### src/rtl/trig_arb_pkg.sv
// Shared types and sizing helpers for the trigger event arbiter.
package trig_arb_pkg;

    localparam int N_TRIG_DEF = 4;
    localparam int CNT_W_DEF  = 16;

    typedef enum logic {
        S_IDLE    = 1'b0,
        S_PRESENT = 1'b1
    } arb_state_e;

    // Lane index width; never below one bit so the ID port always exists.
    function automatic int id_w(input int n);
        return (n > 1) ? $clog2(n) : 1;
    endfunction

endpackage

### src/rtl/trig_event_arbiter_if.sv
// Trigger inputs and event-presentation handshake between a trigger source/consumer and the arbiter.
interface trig_event_arbiter_if import trig_arb_pkg::*; #(
    parameter int N_TRIG = N_TRIG_DEF,
    parameter int CNT_W  = CNT_W_DEF
) ();

    localparam int ID_W = id_w(N_TRIG);

    logic [N_TRIG-1:0] trigger;
    logic              evt_valid;
    logic [ID_W-1:0]   evt_id;
    logic              evt_ready;
    logic              ovf_clr;
    logic [N_TRIG-1:0] overflow;
    logic [CNT_W-1:0]  evt_count;

    modport slave (
        input  trigger, evt_ready, ovf_clr,
        output evt_valid, evt_id, overflow, evt_count
    );

    modport master (
        output trigger, evt_ready, ovf_clr,
        input  evt_valid, evt_id, overflow, evt_count
    );

endinterface

### src/rtl/trig_edge_det.sv
// Per-lane rising-edge detector; trig_q clears on reset so a line already high counts as an edge.
module trig_edge_det (
    input  logic clk,
    input  logic rst_n,
    input  logic trig_i,
    output logic edge_o
);

    logic trig_q;

    always_ff @(posedge clk or negedge rst_n) begin
        if (!rst_n) begin
            trig_q <= 1'b0;
        end else begin
            trig_q <= trig_i;
        end
    end

    assign edge_o = trig_i & ~trig_q;

endmodule

### src/rtl/trig_event_arbiter.sv
// Collects rising edges on N_TRIG trigger lanes and presents them one at a time, round-robin.
//   state     | meaning
//   S_IDLE    | no event presented; grant next pending lane after last_grant
//   S_PRESENT | evt_id held on the bus until the consumer raises evt_ready
module trig_event_arbiter import trig_arb_pkg::*; #(
    parameter int N_TRIG = N_TRIG_DEF,
    parameter int CNT_W  = CNT_W_DEF
) (
    input logic                  clk,
    input logic                  rst_n,
    trig_event_arbiter_if.slave  bus
);

    localparam int ID_W = id_w(N_TRIG);

    arb_state_e        state_q;
    logic [N_TRIG-1:0] pending_q, pending_d;
    logic [N_TRIG-1:0] overflow_q, overflow_d;
    logic [ID_W-1:0]   last_grant_q;
    logic [ID_W-1:0]   evt_id_q;
    logic              evt_valid_q;
    logic [CNT_W-1:0]  evt_count_q;

    logic [N_TRIG-1:0] edge_w;
    logic [N_TRIG-1:0] clr_vec;
    logic [N_TRIG-1:0] ovf_set;
    logic              accept;
    logic              sel_found;
    logic [ID_W-1:0]   sel_id;
    logic [ID_W-1:0]   idx_l;

    for (genvar g = 0; g < N_TRIG; g++) begin : g_lane
        trig_edge_det u_edge_det (
            .clk    (clk),
            .rst_n  (rst_n),
            .trig_i (bus.trigger[g]),
            .edge_o (edge_w[g])
        );
    end

    assign accept = (state_q == S_PRESENT) && bus.evt_ready;

    always_comb begin
        clr_vec = '0;
        if (accept) begin
            clr_vec[evt_id_q] = 1'b1;
        end
    end

    // An edge on a lane that is being accepted this cycle re-arms it instead of being dropped.
    assign ovf_set    = edge_w & pending_q & ~clr_vec;
    assign pending_d  = (pending_q & ~clr_vec) | edge_w;
    assign overflow_d = (bus.ovf_clr ? '0 : overflow_q) | ovf_set;

    always_comb begin
        sel_found = 1'b0;
        sel_id    = '0;
        idx_l     = '0;
        for (int off = 1; off <= N_TRIG; off++) begin
            idx_l = ID_W'((int'(last_grant_q) + off) % N_TRIG);
            if (!sel_found && pending_q[idx_l]) begin
                sel_found = 1'b1;
                sel_id    = idx_l;
            end
        end
    end

    always_ff @(posedge clk or negedge rst_n) begin
        if (!rst_n) begin
            state_q      <= S_IDLE;
            pending_q    <= '0;
            overflow_q   <= '0;
            last_grant_q <= ID_W'(N_TRIG - 1);
            evt_id_q     <= '0;
            evt_valid_q  <= 1'b0;
            evt_count_q  <= '0;
        end else begin
            pending_q  <= pending_d;
            overflow_q <= overflow_d;
            case (state_q)
                S_IDLE: begin
                    if (sel_found) begin
                        evt_id_q    <= sel_id;
                        evt_valid_q <= 1'b1;
                        state_q     <= S_PRESENT;
                    end
                end
                S_PRESENT: begin
                    if (bus.evt_ready) begin
                        last_grant_q <= evt_id_q;
                        evt_count_q  <= evt_count_q + CNT_W'(1);
                        evt_valid_q  <= 1'b0;
                        state_q      <= S_IDLE;
                    end
                end
                default: state_q <= S_IDLE;
            endcase
        end
    end

    assign bus.evt_valid = evt_valid_q;
    assign bus.evt_id    = evt_id_q;
    assign bus.overflow  = overflow_q;
    assign bus.evt_count = evt_count_q;

endmodule

### src/flat_wrapper.sv
// flat-port wrapper written by rule: the top's interface ports become plain ports
module trig_event_arbiter_flat import trig_arb_pkg::*;
#(
    parameter int N_TRIG = N_TRIG_DEF,
    parameter int CNT_W  = CNT_W_DEF
)
  (clk, rst_n, bus_trigger, bus_evt_ready, bus_ovf_clr, bus_evt_valid, bus_evt_id, bus_overflow, bus_evt_count);
  trig_event_arbiter_if #(.N_TRIG(N_TRIG), .CNT_W(CNT_W)) bus_i ();
  input logic clk;
  input logic rst_n;
  input wire logic [$bits(bus_i.trigger)-1:0] bus_trigger;
  input wire logic [$bits(bus_i.evt_ready)-1:0] bus_evt_ready;
  input wire logic [$bits(bus_i.ovf_clr)-1:0] bus_ovf_clr;
  output wire logic [$bits(bus_i.evt_valid)-1:0] bus_evt_valid;
  output wire logic [$bits(bus_i.evt_id)-1:0] bus_evt_id;
  output wire logic [$bits(bus_i.overflow)-1:0] bus_overflow;
  output wire logic [$bits(bus_i.evt_count)-1:0] bus_evt_count;
  assign bus_i.trigger = bus_trigger;
  assign bus_i.evt_ready = bus_evt_ready;
  assign bus_i.ovf_clr = bus_ovf_clr;
  assign bus_evt_valid = bus_i.evt_valid;
  assign bus_evt_id = bus_i.evt_id;
  assign bus_overflow = bus_i.overflow;
  assign bus_evt_count = bus_i.evt_count;
  trig_event_arbiter #(.N_TRIG(N_TRIG), .CNT_W(CNT_W)) u_core (.clk(clk), .rst_n(rst_n), .bus(bus_i));
endmodule
### config.mk
export PLATFORM = sky130hd
export DESIGN_NAME = trig_event_arbiter_flat
export DESIGN_NICKNAME = d
export VERILOG_FILES = /design/src/rtl/trig_arb_pkg.sv /design/src/rtl/trig_event_arbiter_if.sv /design/src/rtl/trig_edge_det.sv /design/src/rtl/trig_event_arbiter.sv /design/src/flat_wrapper.sv
export SDC_FILE = /design/constraint.sdc
export NUM_CORES = 1
export LEC_CHECK = 0
export ABC_CLOCK_PERIOD_IN_PS = 2000
export BUFFER_PORTS_ARGS = -buffer_cell sky130_fd_sc_hd__buf_2
export CORE_ASPECT_RATIO = 0.7
export CORE_MARGIN = 2
export CORE_UTILIZATION = 50
export CTS_CLUSTER_SIZE = 8
export DETAILED_ROUTE_END_ITERATION = 6
export PLACE_DENSITY = 0.85
export SKIP_CTS_REPAIR_TIMING = 1
export SYNTH_ARGS = -nofsm -noshare
export SYNTH_HDL_FRONTEND = slang
export SYNTH_SLANG_ARGS = --single-unit
### constraint.sdc
create_clock -name clk -period 2 [get_ports clk]
set_clock_uncertainty 0.15 [all_clocks]
set_input_delay 0.2 -clock clk [delete_from_list [all_inputs] [get_ports clk]]
set_output_delay 0.2 -clock clk [all_outputs]
set_load 0.1 [all_outputs]
==> results of run 1 <==
## cells in the final DEF, fill, tap and decap left out, types with 2 or more instances in the layout
cell type,Yosys,final
dfrtp_1,32,23
nand2_1,20,20
o21ai_0,5,5
o22ai_1,5,5
inv_1,7,7
dfstp_2,2,2
xor2_1,4,4
xnor2_1,11,11
buf_2,1,30
dfrtp_2,0,9
nand4_1,5,5
a21oi_1,5,5
clkbuf_8,0,6
and3_1,2,2
nand2b_1,6,6
dlygate4sd3_1,0,5
nand3_1,4,4
nor2_1,7,7
o31ai_1,2,2
## power groups by stage
stage               Combinational [mW]  Sequential, mW  Clock, mW
global route                      1.29            1.09      0.566
floorplan                        0.327            1.73          0
finish                            1.22            1.06      0.526
detailed placement                1.21            1.07          0
CTS                               1.21            1.06      0.530
global placement                  1.19            1.05          0
## cells by family (layout without fill, tap and decap cells)
family	Yosys count	count (layout)
buffers and inverters	10	50
AOI/OAI and AO/OA	20	20
adders and majority gates	1	1
DFF	34	34
and+or+nand+nor	56	56
xor gates and xnor gates	15	15
## metal layers
| metal | share of wire (%) | GRT usage [%] | vias to the layer above |
|---|---|---|---|
| li1 | - | - | 538 |
| met1 | 45 | 27.04 | 552 |
| met2 | 47 | 31.57 | 44 |
| met3 | 5.2 | 6.236 | 10 |
| met4 | 2.9 | 13.40 | 0 |
| met5 | 0 | 0 | - |
## flip-flops by register name (all words and copies together), names as in the netlist
register and flops:
u_core.bus.overflow 4, u_core.last_grant_q 2, u_core.state_q 1, u_core.g_lane.u_edge_det.trig_q 4, u_core.bus.evt_valid 1, u_core.bus.evt_count 16, u_core.bus.evt_id 2, u_core.pending_q 4
## cells in the mapped netlist, types with 4 or more instances
| library cell | number | area share (%) |
|---|---|---|
| dfrtp_1 | 32 | 55 |
| nand2_1 | 20 | 5.1 |
| xnor2_1 | 11 | 6.6 |
| inv_1 | 7 | 1.8 |
| nor2_1 | 7 | 1.8 |
| nand2b_1 | 6 | 2.6 |
| a21oi_1 | 5 | 1.7 |
| nand4_1 | 5 | 2.1 |
| o21ai_0 | 5 | 1.7 |
| o22ai_1 | 5 | 2.1 |
| nand3_1 | 4 | 1.4 |
| xor2_1 | 4 | 2.4 |
## area by class of cell
class / instances / area, µm²
multi-input cells: 92 / 566.8
inverters: 7 / 26.28
clock inverters: 2 / 12.51
repair buffers: 35 / 200.2
fillers: 225 / 1005
flip-flops and latches: 34 / 864.6
clock buffers: 6 / 82.58
well taps: 36 / 45.04
## final timing paths
check                                   startpoint                       to  slack [ns]  cells after the start
setup / recovery           u_core.bus.evt_count[0]  u_core.bus.evt_count[8]        0.31                      5
setup reg to reg           u_core.bus.evt_count[0]  u_core.bus.evt_count[8]        0.31                      5
hold reg to reg            u_core.bus.evt_count[4]  u_core.bus.evt_count[4]        0.34                      1
max in group asynchronous                    rst_n  u_core.bus.evt_count[5]        0.84                      2
hold / removal                         bus_ovf_clr   u_core.bus.overflow[1]        0.01                      2
min in group asynchronous                    rst_n   u_core.bus.overflow[1]        0.36                      2
==> qor.txt, run 1 <==
Fin cells -> 212
Clk pwr share -> 18.7%
Netlist cell types -> 34
Top_reg_cell synth -> dfrtp_1
Final nets -> 184
Post-synth EDFFs -> 0
Setup TNS -> 0 ns
Worst-path fanout max -> 5
Relative slew slack -> 52.02%
Port-buffer cells -> 30
Post-DP Area -> 0.001653 mm²
Initial antenna violation count -> 0
Post-Place Cells -> 199
WP buf/inv -> 0
Worst slew pin tran -> 0.7198 ns
Core area -> 0.002803 mm²
Die height -> 49.31 µm
Post-Syn Area -> 0.001466 mm²
# IOs -> 31
Clock-pin slew on the worst setup and hold paths -> 0.07 ns
Slowest-stage cell, CP -> dfrtp_2
CP Data Arrival Time -> 1.75 ns
# DRC -> 0
Total number of vias -> 1144
Compound-Gate Fraction of Synth Area -> 8.276%
Cell count after synthesis -> 136
Leak -> 0.8548 nW
Routed Wire Length -> 3142 µm
Final count of hold timing violations -> 0
MaxCap Viol Count -> 0
Largest family of logic cells by synthesized area -> simple AND/OR/NAND/NOR gates
# rows -> 16
Sequential share of power -> 37.8%
DR vias/cell -> 5.396
Simple-gate area share of the yosys netlist -> 20.56%
CTS buffer count -> 5
Pwr Total -> 2.813 mW
Place WS -> 0.3836 ns
Post-DRT Antenna Nets -> 0
# diodes -> 0
Net Sw Power -> 1.437 mW
Final slew viol count -> 0
HPWL after detailed placement -> 2209 µm
Status -> complete, no violations
Syn Area/Cell -> 10.78 µm²
XOR/XNOR Fraction of Synth Area -> 8.959%
Period minus WS final -> 1.686 ns
Seq cells post-synth -> 34
Gp weighted congestion -> 0.8449
Pwr Density -> 1565 mW/mm²
First-pass GRT wire length -> 5175 µm
Pint -> 1.377 mW
Critical path class -> reg -> reg
Switching share of total power -> 51.07%
H-tree Lvls -> 2
Final instance area -> 0.001798 mm²
Yosys warns -> 0
Die width -> 68.73 µm
Maximum clock path buffer count -> 2
Vias in the first global route -> 1124
Layout area overhead -> 22.61%
Gr ovfl total -> 0
Slowest stage delay, CP -> 0.39 ns
CTS tree -> yes
Crit. End Element -> register
Hold WC Path Type -> in -> reg
Hold slack -> 0.01006 ns
Pin count of the biggest net entering global routing -> 35
Clk_lat worst skew -> 0.29 ns
Final Setup Violations -> 0
Worst Path Required -> 2.06 ns
DIE AREA -> 0.003389 mm²
Critical path launch point type -> register
Mux cell area share after synthesis -> 0%
Max VDD drop -> 717.3 µV
WL/cell -> 14.82 µm
Final period utilization -> 84.28%
Cell Chain, Critical Path -> ha_1, nand4_1, nor2_1, and4_1, xor2_1
Starting DRC count in detailed routing -> 76
Seq/Total Area, Yosys -> 58.19%
Global Route Usage Sum -> 21.30%
RSZ-0062 raised after global routing -> false
Final worst slack -> 0.3144 ns
Root buf cell -> clkbuf_8
Router iterations before antenna repair -> 4
Starting Density -> 52.32%
Clock Sinks -> 34
Post-synth net total -> 145
Final core occ -> 64.15%
Post-Synth Adder-Cell Area -> 0.8532%
Delay-heaviest family, CP -> simple AND/OR/NAND/NOR gates
Gate power share -> 43.5%
Max Fclk -> 593.3 MHz
Share of layout cells above drive strength 1 -> 30.68%
Ys async rst share -> 100.0%
Power figures use the tool's default switching activity.
==> run 2, diff against run 1 <==
--- a/config.mk
+++ b/config.mk
@@ -5,14 +5,15 @@
 export SDC_FILE = /design/constraint.sdc
 export NUM_CORES = 1
 export LEC_CHECK = 0
-export ABC_CLOCK_PERIOD_IN_PS = 2000
+export ABC_AREA = 1
+export ABC_CLOCK_PERIOD_IN_PS = 1600
 export BUFFER_PORTS_ARGS = -buffer_cell sky130_fd_sc_hd__buf_2
 export CORE_ASPECT_RATIO = 0.7
 export CORE_MARGIN = 2
 export CORE_UTILIZATION = 50
 export CTS_CLUSTER_SIZE = 8
 export DETAILED_ROUTE_END_ITERATION = 6
-export PLACE_DENSITY = 0.85
+export PLACE_DENSITY = 0.84
 export SKIP_CTS_REPAIR_TIMING = 1
 export SYNTH_ARGS = -nofsm -noshare
 export SYNTH_HDL_FRONTEND = slang
==> constraint.sdc (replaced) <==
create_clock -name clk -period 1.6 [get_ports clk]
set_clock_uncertainty 0.15 [all_clocks]
set_input_delay 0.16 -clock clk [delete_from_list [all_inputs] [get_ports clk]]
set_output_delay 0.16 -clock clk [all_outputs]
set_load 0.1 [all_outputs]
==> run 2 against run 1 <==
Net effect:
- the run now ends with negative setup slack left
- power increased by 88%
- die area grew 15%
- combinational power grew to 2.6 times the previous value
- critical path type unchanged
- synthesized area increased by 16%
- final cell count up 42%
- first-iteration DRC count is 43% lower
- final area is 30% higher
- sequential power up 38%
- worst hold slack better by 0.18 ns
- utilization increased by 8.7 points
==> qor.txt, run 2 <==
Synth cell count leaders -> nand2_1 (53), dfrtp_1 (32), inv_1 (20) (was dfrtp_1 (32), nand2_1 (20), xnor2_1 (11))
Seq cells post-synth -> 34 (unchanged)
Starting Density -> 53.06% (was 52.32%)
Worst-path fanout max -> 6 (was 5)
Yosys warns -> 0 (unchanged)
Delay-heaviest family, CP -> flip-flops (was simple AND/OR/NAND/NOR gates)
Most frequent cells in the layout -> nand2_1 (42), buf_2 (30), inv_1 (20) (was buf_2 (30), dfrtp_1 (23), nand2_1 (20))
Top_reg_cell synth -> dfrtp_1 (unchanged)
Pin count of the biggest net entering global routing -> 27 (was 35)
Clock-pin slew on the worst setup and hold paths -> 0.07 ns (about the same)
Leading area contributor after synthesis -> dfrtp_1 (unchanged)
Clk_lat worst skew -> 0.28 ns (was 0.29 ns)
Die width -> 73.78 µm (was 68.73 µm)
Post-synth EDFFs -> 0 (unchanged)
Routed Wire Length -> 3788 µm (was 3142 µm)
Root buf cell -> clkbuf_8 (unchanged)
Maximum clock path buffer count -> 2 (unchanged)
Max VDD drop -> 1197 µV (was 717.3 µV)
CTS tree -> yes (unchanged)
Max reg flops -> 16 (unchanged)
Slowest stage delay, CP -> 0.60 ns (was 0.39 ns)
Pwr Total -> 5.278 mW (was 2.813 mW)
Final Setup Violations -> 6 (was 0)
Share of layout cells above drive strength 1 -> 48.62% (was 30.68%)
Cell Chain, Critical Path -> buf_6, nand2_2, nand2_4, nand2_4, nand2_4, nor2_4, buf_4, nand3_2, nand2_1, nand3_1, nand2_1 (was ha_1, nand4_1, nor2_1, and4_1, xor2_1)
Final period utilization -> 107.8% (was 84.28%)
Worst slew pin tran -> 0.5455 ns (was 0.7198 ns)
MaxCap Viol Count -> 0 (unchanged)
# DRC -> 0 (unchanged)
CTS buffer count -> 5 (unchanged)
Final slew viol count -> 0 (unchanged)
RSZ-0062 raised after global routing -> true (was false)
Slowest-stage cell, CP -> dfstp_2 (was dfrtp_2)
Syn Area/Cell -> 8.922 µm² (was 10.78 µm²)
# rows -> 17 (was 16)
Crit-path most repeated cell -> nand2_4
Netlist cell types -> 27 (was 34)
Final core occ -> 72.89% (was 64.15%)
WP buf/inv -> 2 (was 0)
Relative slew slack -> 63.63% (was 52.02%)
Place WS -> -0.07755 ns (was 0.3836 ns)
Initial antenna violation count -> 0 (unchanged)
Post-DRT Antenna Nets -> 0 (unchanged)
Pwr Density -> 2255 mW/mm² (was 1565 mW/mm²)
Core area -> 0.003212 mm² (was 0.002803 mm²)
Final nets -> 261 (was 184)
Router iterations before antenna repair -> 4 (unchanged)
Starting DRC count in detailed routing -> 43 (was 76)
Die height -> 52.85 µm (was 49.31 µm)
Worst Path Required -> 1.62 ns (was 2.06 ns)
Final worst slack -> -0.1255 ns (was 0.3144 ns)
Crit. End Element -> register (unchanged)
Failing checks -> negative setup slack
Critical path class -> reg -> reg (unchanged)
DIE AREA -> 0.003899 mm² (was 0.003389 mm²)
Post-synth net total -> 200 (was 145)
WL/cell -> 12.63 µm (was 14.82 µm)
Gp weighted congestion -> 0.7676 (was 0.8449)
CP Data Arrival Time -> 1.75 ns (about the same)
Hold slack -> 0.1923 ns (was 0.01006 ns)
HPWL after detailed placement -> 2512 µm (was 2209 µm)
# diodes -> 0 (unchanged)
Most common cell after layout, fill and taps aside -> nand2_1 (was buf_2)
Seq/Total Area, Yosys -> 50.07% (was 58.19%)
Fillers -> 233 (was 225)
DR vias/cell -> 4.713 (was 5.396)
Gr ovfl total -> 0 (unchanged)
Post-Syn Area -> 0.001704 mm² (was 0.001466 mm²)
Leak -> 1.174 nW (was 0.8548 nW)
Period minus WS final -> 1.725 ns (was 1.686 ns)
Clock Sinks -> 34 (unchanged)
Hold WC Path Type -> in -> reg (unchanged)
Status -> complete, but fails checks (was complete, no violations)
Yosys top cell area share -> 46.99% (was 54.61%)
Ys async rst share -> 100.0% (unchanged)
Cell count after synthesis -> 191 (was 136)
H-tree Lvls -> 2 (unchanged)
Global Route Usage Sum -> 19.46% (was 21.30%)
Count leader, synth -> nand2_1 (was dfrtp_1)
Layout area overhead -> 37.37% (was 22.61%)
Total number of vias -> 1414 (was 1144)
Critical path launch point type -> register (unchanged)
Port-buffer cells -> 30 (unchanged)
First-pass GRT wire length -> 5589 µm (was 5175 µm)
Vias in the first global route -> 1230 (was 1124)
Max Fclk -> 579.6 MHz (was 593.3 MHz)
Largest cells by area after synthesis -> dfrtp_1 (47%), nand2_1 (12%), inv_1 (4.4%), xnor2_1 (4.1%), nand2_2 (4.0%) (was dfrtp_1 (55%), xnor2_1 (6.6%), nand2_1 (5.1%), dfstp_2 (3.6%), nand2b_1 (2.6%))
# IOs -> 31 (unchanged)
Final count of hold timing violations -> 0 (unchanged)
## run 2: changes by cell type in the layout (fill, tap and decap cells not counted), moves of 4 or more
cell,change
nand2_4,+6
nand2b_1,-6
inv_1,+13
nor2_4,+4
nand2_1,+22
nand2_2,+18
dfrtp_1,-6
nand3_2,+5
dfrtp_4,+5
buf_4,+17
a21oi_1,-5
## run 2: power breakdown
part	internal, mW	switching (mW)	total [mW]
Combinational	0.949	2.23	3.18
Sequential	1.15	0.302	1.46
Clock	0.345	0.301	0.646
## run 2: worst paths after layout
| kind | from | cells past startpoint | to | slack [ns] |
|---|---|---|---|---|
| max | u_core.last_grant_q[0] | 11 | u_core.bus.evt_id[0] | -0.13 |
| min | bus_evt_ready | 4 | u_core.bus.evt_count[4] | 0.19 |
| max reg2reg | u_core.last_grant_q[0] | 11 | u_core.bus.evt_id[0] | -0.13 |
| min reg2reg | u_core.bus.evt_count[15] | 1 | u_core.bus.evt_count[15] | 0.32 |
| max in group asynchronous | rst_n | 3 | u_core.last_grant_q[0] | 0.47 |
| min in group asynchronous | rst_n | 2 | u_core.bus.evt_count[2] | 0.25 |
## run 2: per-stage QoR
| stage | TNS, ns | area (µm²) | std cells |
|---|---|---|---|
| floorplan | -0.7158 | 1755 | 191 |
| global placement | -0.1730 | 2024 | 277 |
| detailed placement | -0.2598 | 2024 | 277 |
| CTS | -0.4149 | 2120 | 285 |
| global route | -1.044 | 2341 | 300 |
| finish | -0.4425 | 2341 | 300 |
## run 2: kinds of logic (layout without fill, tap and decap cells)
group	after synthesis	in the layout	share of synthesized area [%]
compound gates	17	17	5.800
simple gates	97	97	28.27
xor+xnor	15	15	7.709
buf+inv	27	89	7.415
fa+ha+maj	1	1	0.7341
flops	34	34	50.07
## run 2: routing by layer
metal  track usage [%]  wire length, µm  vias up
li1                  -                -      721
met1             28.64             1826      655
met2             28.13             1776       33
met3             5.192              156        5
met4             5.455               29        0
met5                 0                0        -
## run 2: area by class of cell
| cell class | count | area [µm²] | area share [%] |
|---|---|---|---|
| clock buffers | 6 | 82.58 | 3.528 |
| clock inverters | 2 | 12.51 | 0.5345 |
| inverters | 25 | 106.4 | 4.543 |
| multi-input cells | 130 | 832.0 | 35.54 |
| flip-flops and latches | 34 | 884.6 | 37.79 |
| well taps | 47 | 58.81 | 2.512 |
| repair buffers | 56 | 364.1 | 15.55 |
## run 2: worst register-to-register path, delay by kind of cell, from the launching register on
family                 cells  cell delay (ns)
AND/OR/NAND/NOR            9             0.59
flip-flops                 1             0.60
buffers and inverters      2             0.28
==> run 3, diff against run 2 <==
--- a/config.mk
+++ b/config.mk
@@ -10,10 +10,12 @@
 export BUFFER_PORTS_ARGS = -buffer_cell sky130_fd_sc_hd__buf_2
 export CORE_ASPECT_RATIO = 0.7
 export CORE_MARGIN = 2
-export CORE_UTILIZATION = 50
+export CORE_UTILIZATION = 45
 export CTS_CLUSTER_SIZE = 8
 export DETAILED_ROUTE_END_ITERATION = 6
-export PLACE_DENSITY = 0.84
+export GPL_ROUTABILITY_DRIVEN = 0
+export PLACE_DENSITY = 0.78
+export RECOVER_POWER = 100
 export SKIP_CTS_REPAIR_TIMING = 1
 export SYNTH_ARGS = -nofsm -noshare
 export SYNTH_HDL_FRONTEND = slang
==> run 3 against run 2 <==
Net effect:
- the run still ends with negative setup slack left
- worst setup slack got worse by 0.014 ns
- final cell count increased by 0.67%
- clock-buffer cell count unchanged
- final area increased by 1.0%
- via count increased by 2.3%
- fmax decreased by 0.81%
- power increased by 1.4%
- wire length increased by 0.34%
- critical path type unchanged
==> qor.txt, run 3 (synthesis results as in run 2) <==
Status -> complete, but fails checks (unchanged)
Failing checks -> negative setup slack (unchanged)
Pwr Total -> 5.354 mW (was 5.278 mW)
Clk_lat worst skew -> 0.29 ns (was 0.28 ns)
Post-Place Cells -> 279 (was 277)
Cell Chain, Critical Path -> buf_6, nand2_2, nand2_4, nand2_4, nand2_4, nor2_4, buf_4, nand3_1, nand2_1, nand3_2, nand2_2 (was buf_6, nand2_2, nand2_4, nand2_4, nand2_4, nor2_4, buf_4, nand3_2, nand2_1, nand3_1, nand2_1)
Critical path launch point type -> register (unchanged)
Die height -> 55.49 µm (was 52.85 µm)
Multi-input logic area -> 843.3 µm² (was 832.0 µm²)
Leak -> 1.198 nW (was 1.174 nW)
Hold WC Path Type -> in -> reg (unchanged)
Initial antenna violation count -> 0 (unchanged)
# diodes -> 0 (unchanged)
Pint -> 2.499 mW (was 2.448 mW)
HPWL after detailed placement -> 2621 µm (was 2512 µm)
Max VDD drop -> 1572 µV (was 1197 µV)
Fillers -> 280 (was 233)
Slowest stage delay, CP -> 0.63 ns (was 0.60 ns)
# DRC -> 0 (unchanged)
Share of layout cells above drive strength 1 -> 47.22% (was 48.62%)
Crit-path most repeated cell -> nand2_4 (unchanged)
Final period utilization -> 108.7% (was 107.8%)
MaxCap Viol Count -> 0 (unchanged)
Max reg flops -> 16 (unchanged)
R2R depth -> 11 (unchanged)
Delay-heaviest family, CP -> flip-flops (unchanged)
WP buf/inv -> 2 (unchanged)
First-pass GRT wire length -> 5720 µm (was 5589 µm)
Clock-pin slew on the worst setup and hold paths -> 0.07 ns (about the same)
Gr ovfl total -> 0 (unchanged)
Worst slew pin tran -> 0.8037 ns (was 0.5455 ns)
Fin cells -> 302 (was 300)
Most common cell after layout, fill and taps aside -> nand2_1 (unchanged)
DR vias/cell -> 4.788 (was 4.713)
Place WS -> -0.07478 ns (was -0.07755 ns)
Max Fclk -> 574.9 MHz (was 579.6 MHz)
Layout area overhead -> 38.77% (was 37.37%)
Relative slew slack -> 46.42% (was 63.63%)
Post-DRT Antenna Nets -> 0 (unchanged)
Final core occ -> 66.04% (was 72.89%)
Final worst slack -> -0.1395 ns (was -0.1255 ns)
Final instance area -> 0.002365 mm² (was 0.002341 mm²)
CTS buffer count -> 5 (unchanged)
Pin count of the biggest net entering global routing -> 35 (was 27)
Worst-path fanout max -> 4 (was 6)
Routed Wire Length -> 3801 µm (was 3788 µm)
WL met2 -> 1770 µm (was 1776 µm)
R2r startpoint -> u_core.last_grant_q[0] (unchanged)
Starting DRC count in detailed routing -> 30 (was 43)
Total number of vias -> 1446 (was 1414)
Starting Density -> 47.59% (was 53.06%)
H-tree Lvls -> 2 (unchanged)
Period minus WS final -> 1.740 ns (was 1.725 ns)
Vias in the first global route -> 1293 (was 1230)
Worst Path Required -> 1.63 ns (was 1.62 ns)
WHS Endpoint -> u_core.bus.evt_count[0] (was u_core.bus.evt_count[4])
Final slew viol count -> 0 (unchanged)
Clk pwr share -> 12.5% (was 12.2%)
Die width -> 77.55 µm (was 73.78 µm)
Met1 WL -> 1825 µm (was 1826 µm)
Hold depth -> 3 (was 4)
CP Data Arrival Time -> 1.77 ns (was 1.75 ns)
Global Route Usage Sum -> 16.85% (was 19.46%)
WL/cell -> 12.59 µm (was 12.63 µm)
CTS tree -> yes (unchanged)
Router iterations before antenna repair -> 4 (unchanged)
Core area -> 0.003581 mm² (was 0.003212 mm²)
Slowest-stage cell, CP -> dfstp_2 (unchanged)
Min-delay src -> bus_evt_ready (unchanged)
# IOs -> 31 (unchanged)
Net Sw Power -> 2.855 mW (was 2.831 mW)
Crit. End Element -> register (unchanged)
Final Setup Violations -> 7 (was 6)
Met3 wire len -> 159 µm (was 156 µm)
Root buf cell -> clkbuf_8 (unchanged)
R2R setup slack -> -0.14 ns (was -0.13 ns)
Most frequent cells in the layout -> nand2_1 (44), buf_2 (29), inv_1 (20) (was nand2_1 (42), buf_2 (30), inv_1 (20))
# rows -> 18 (was 17)
Critical path class -> reg -> reg (unchanged)
Final count of hold timing violations -> 0 (unchanged)
Maximum clock path buffer count -> 2 (unchanged)
Gate power share -> 59.8% (was 60.2%)
Sequential share of power -> 27.6% (about the same)
Post-DP Area -> 0.002021 mm² (was 0.002024 mm²)
Max Used Layer -> met4 (unchanged)
RSZ-0062 raised after global routing -> true (unchanged)
Clock Sinks -> 34 (unchanged)
DIE AREA -> 0.004303 mm² (was 0.003899 mm²)
Pwr Density -> 2264 mW/mm² (was 2255 mW/mm²)
Reg-to-reg endpoint -> u_core.bus.evt_id[0] (unchanged)
Final nets -> 260 (was 261)
Switching share of total power -> 53.33% (was 53.63%)
Port-buffer cells -> 30 (unchanged)
Register area -> 884.6 µm² (unchanged)
[run 3: how the worst max path moves through the flow]
| stage | depth (start not counted) | slack (ns) | start | end |
|---|---|---|---|---|
| 6_report | 11 | -0.14 | u_core.last_grant_q[0] | u_core.bus.evt_id[0] |
| 5_1_grt | 11 | -0.20 | u_core.last_grant_q[0] | u_core.bus.evt_id[0] |
| 4_1_cts | 9 | -0.11 | u_core.last_grant_q[0] | u_core.bus.evt_valid |
| 3_5_place_dp | 11 | -0.07 | u_core.last_grant_q[0] | u_core.bus.evt_valid |
| 3_3_place_gp | 9 | -0.06 | u_core.last_grant_q[0] | u_core.bus.evt_valid |
| 2_1_floorplan | 7 | -0.24 | u_core.bus.evt_count[1] | u_core.bus.evt_count[14] |
[run 3: worst register-to-register path, cell delays in order (launching register included)]
cell	delay, ns
dfstp_2	0.63
buf_6	0.14
nand2_2	0.06
nand2_4	0.09
nand2_4	0.06
nand2_4	0.08
nor2_4	0.04
buf_4	0.12
nand3_1	0.06
nand2_1	0.07
nand3_2	0.08
nand2_2	0.05
[run 3: power groups by stage]
stage | Combinational [mW] | Clock (mW) | Sequential, mW
5_1_grt | 3.42 | 0.707 | 1.52
3_3_place_gp | 2.64 | 0 | 1.47
3_5_place_dp | 2.69 | 0 | 1.48
6_report | 3.20 | 0.670 | 1.48
2_1_floorplan | 1.19 | 0 | 2.42
4_1_cts | 2.69 | 0.676 | 1.46
[run 3: metal layers]
| metal | global-route usage, % | vias to the layer above |
|---|---|---|
| li1 | - | 718 |
| met1 | 24.20 | 689 |
| met2 | 24.72 | 32 |
| met3 | 4.739 | 7 |
| met4 | 5.357 | 0 |
| met5 | 0 | - |
[run 3: through the flow]
| step | setup TNS [ns] | hold slack, ns |
|---|---|---|
| 2_1_floorplan | -0.7158 | -0.2856 |
| 3_3_place_gp | -0.2000 | 0.05895 |
| 3_5_place_dp | -0.2532 | 0.05441 |
| 4_1_cts | -0.4094 | -0.2546 |
| 5_1_grt | -1.100 | 0.1262 |
| 6_report | -0.4908 | 0.1033 |
[run 3: layout make-up]
cell class	count	area share (%)
Tap cell	50	2.646
Multi-Input combinational cell	130	35.66
Timing Repair Buffer	55	15.87
Inverter	25	4.392
Clock inverter	2	0.5291
Clock buffer	6	3.492
Sequential cell	34	37.41
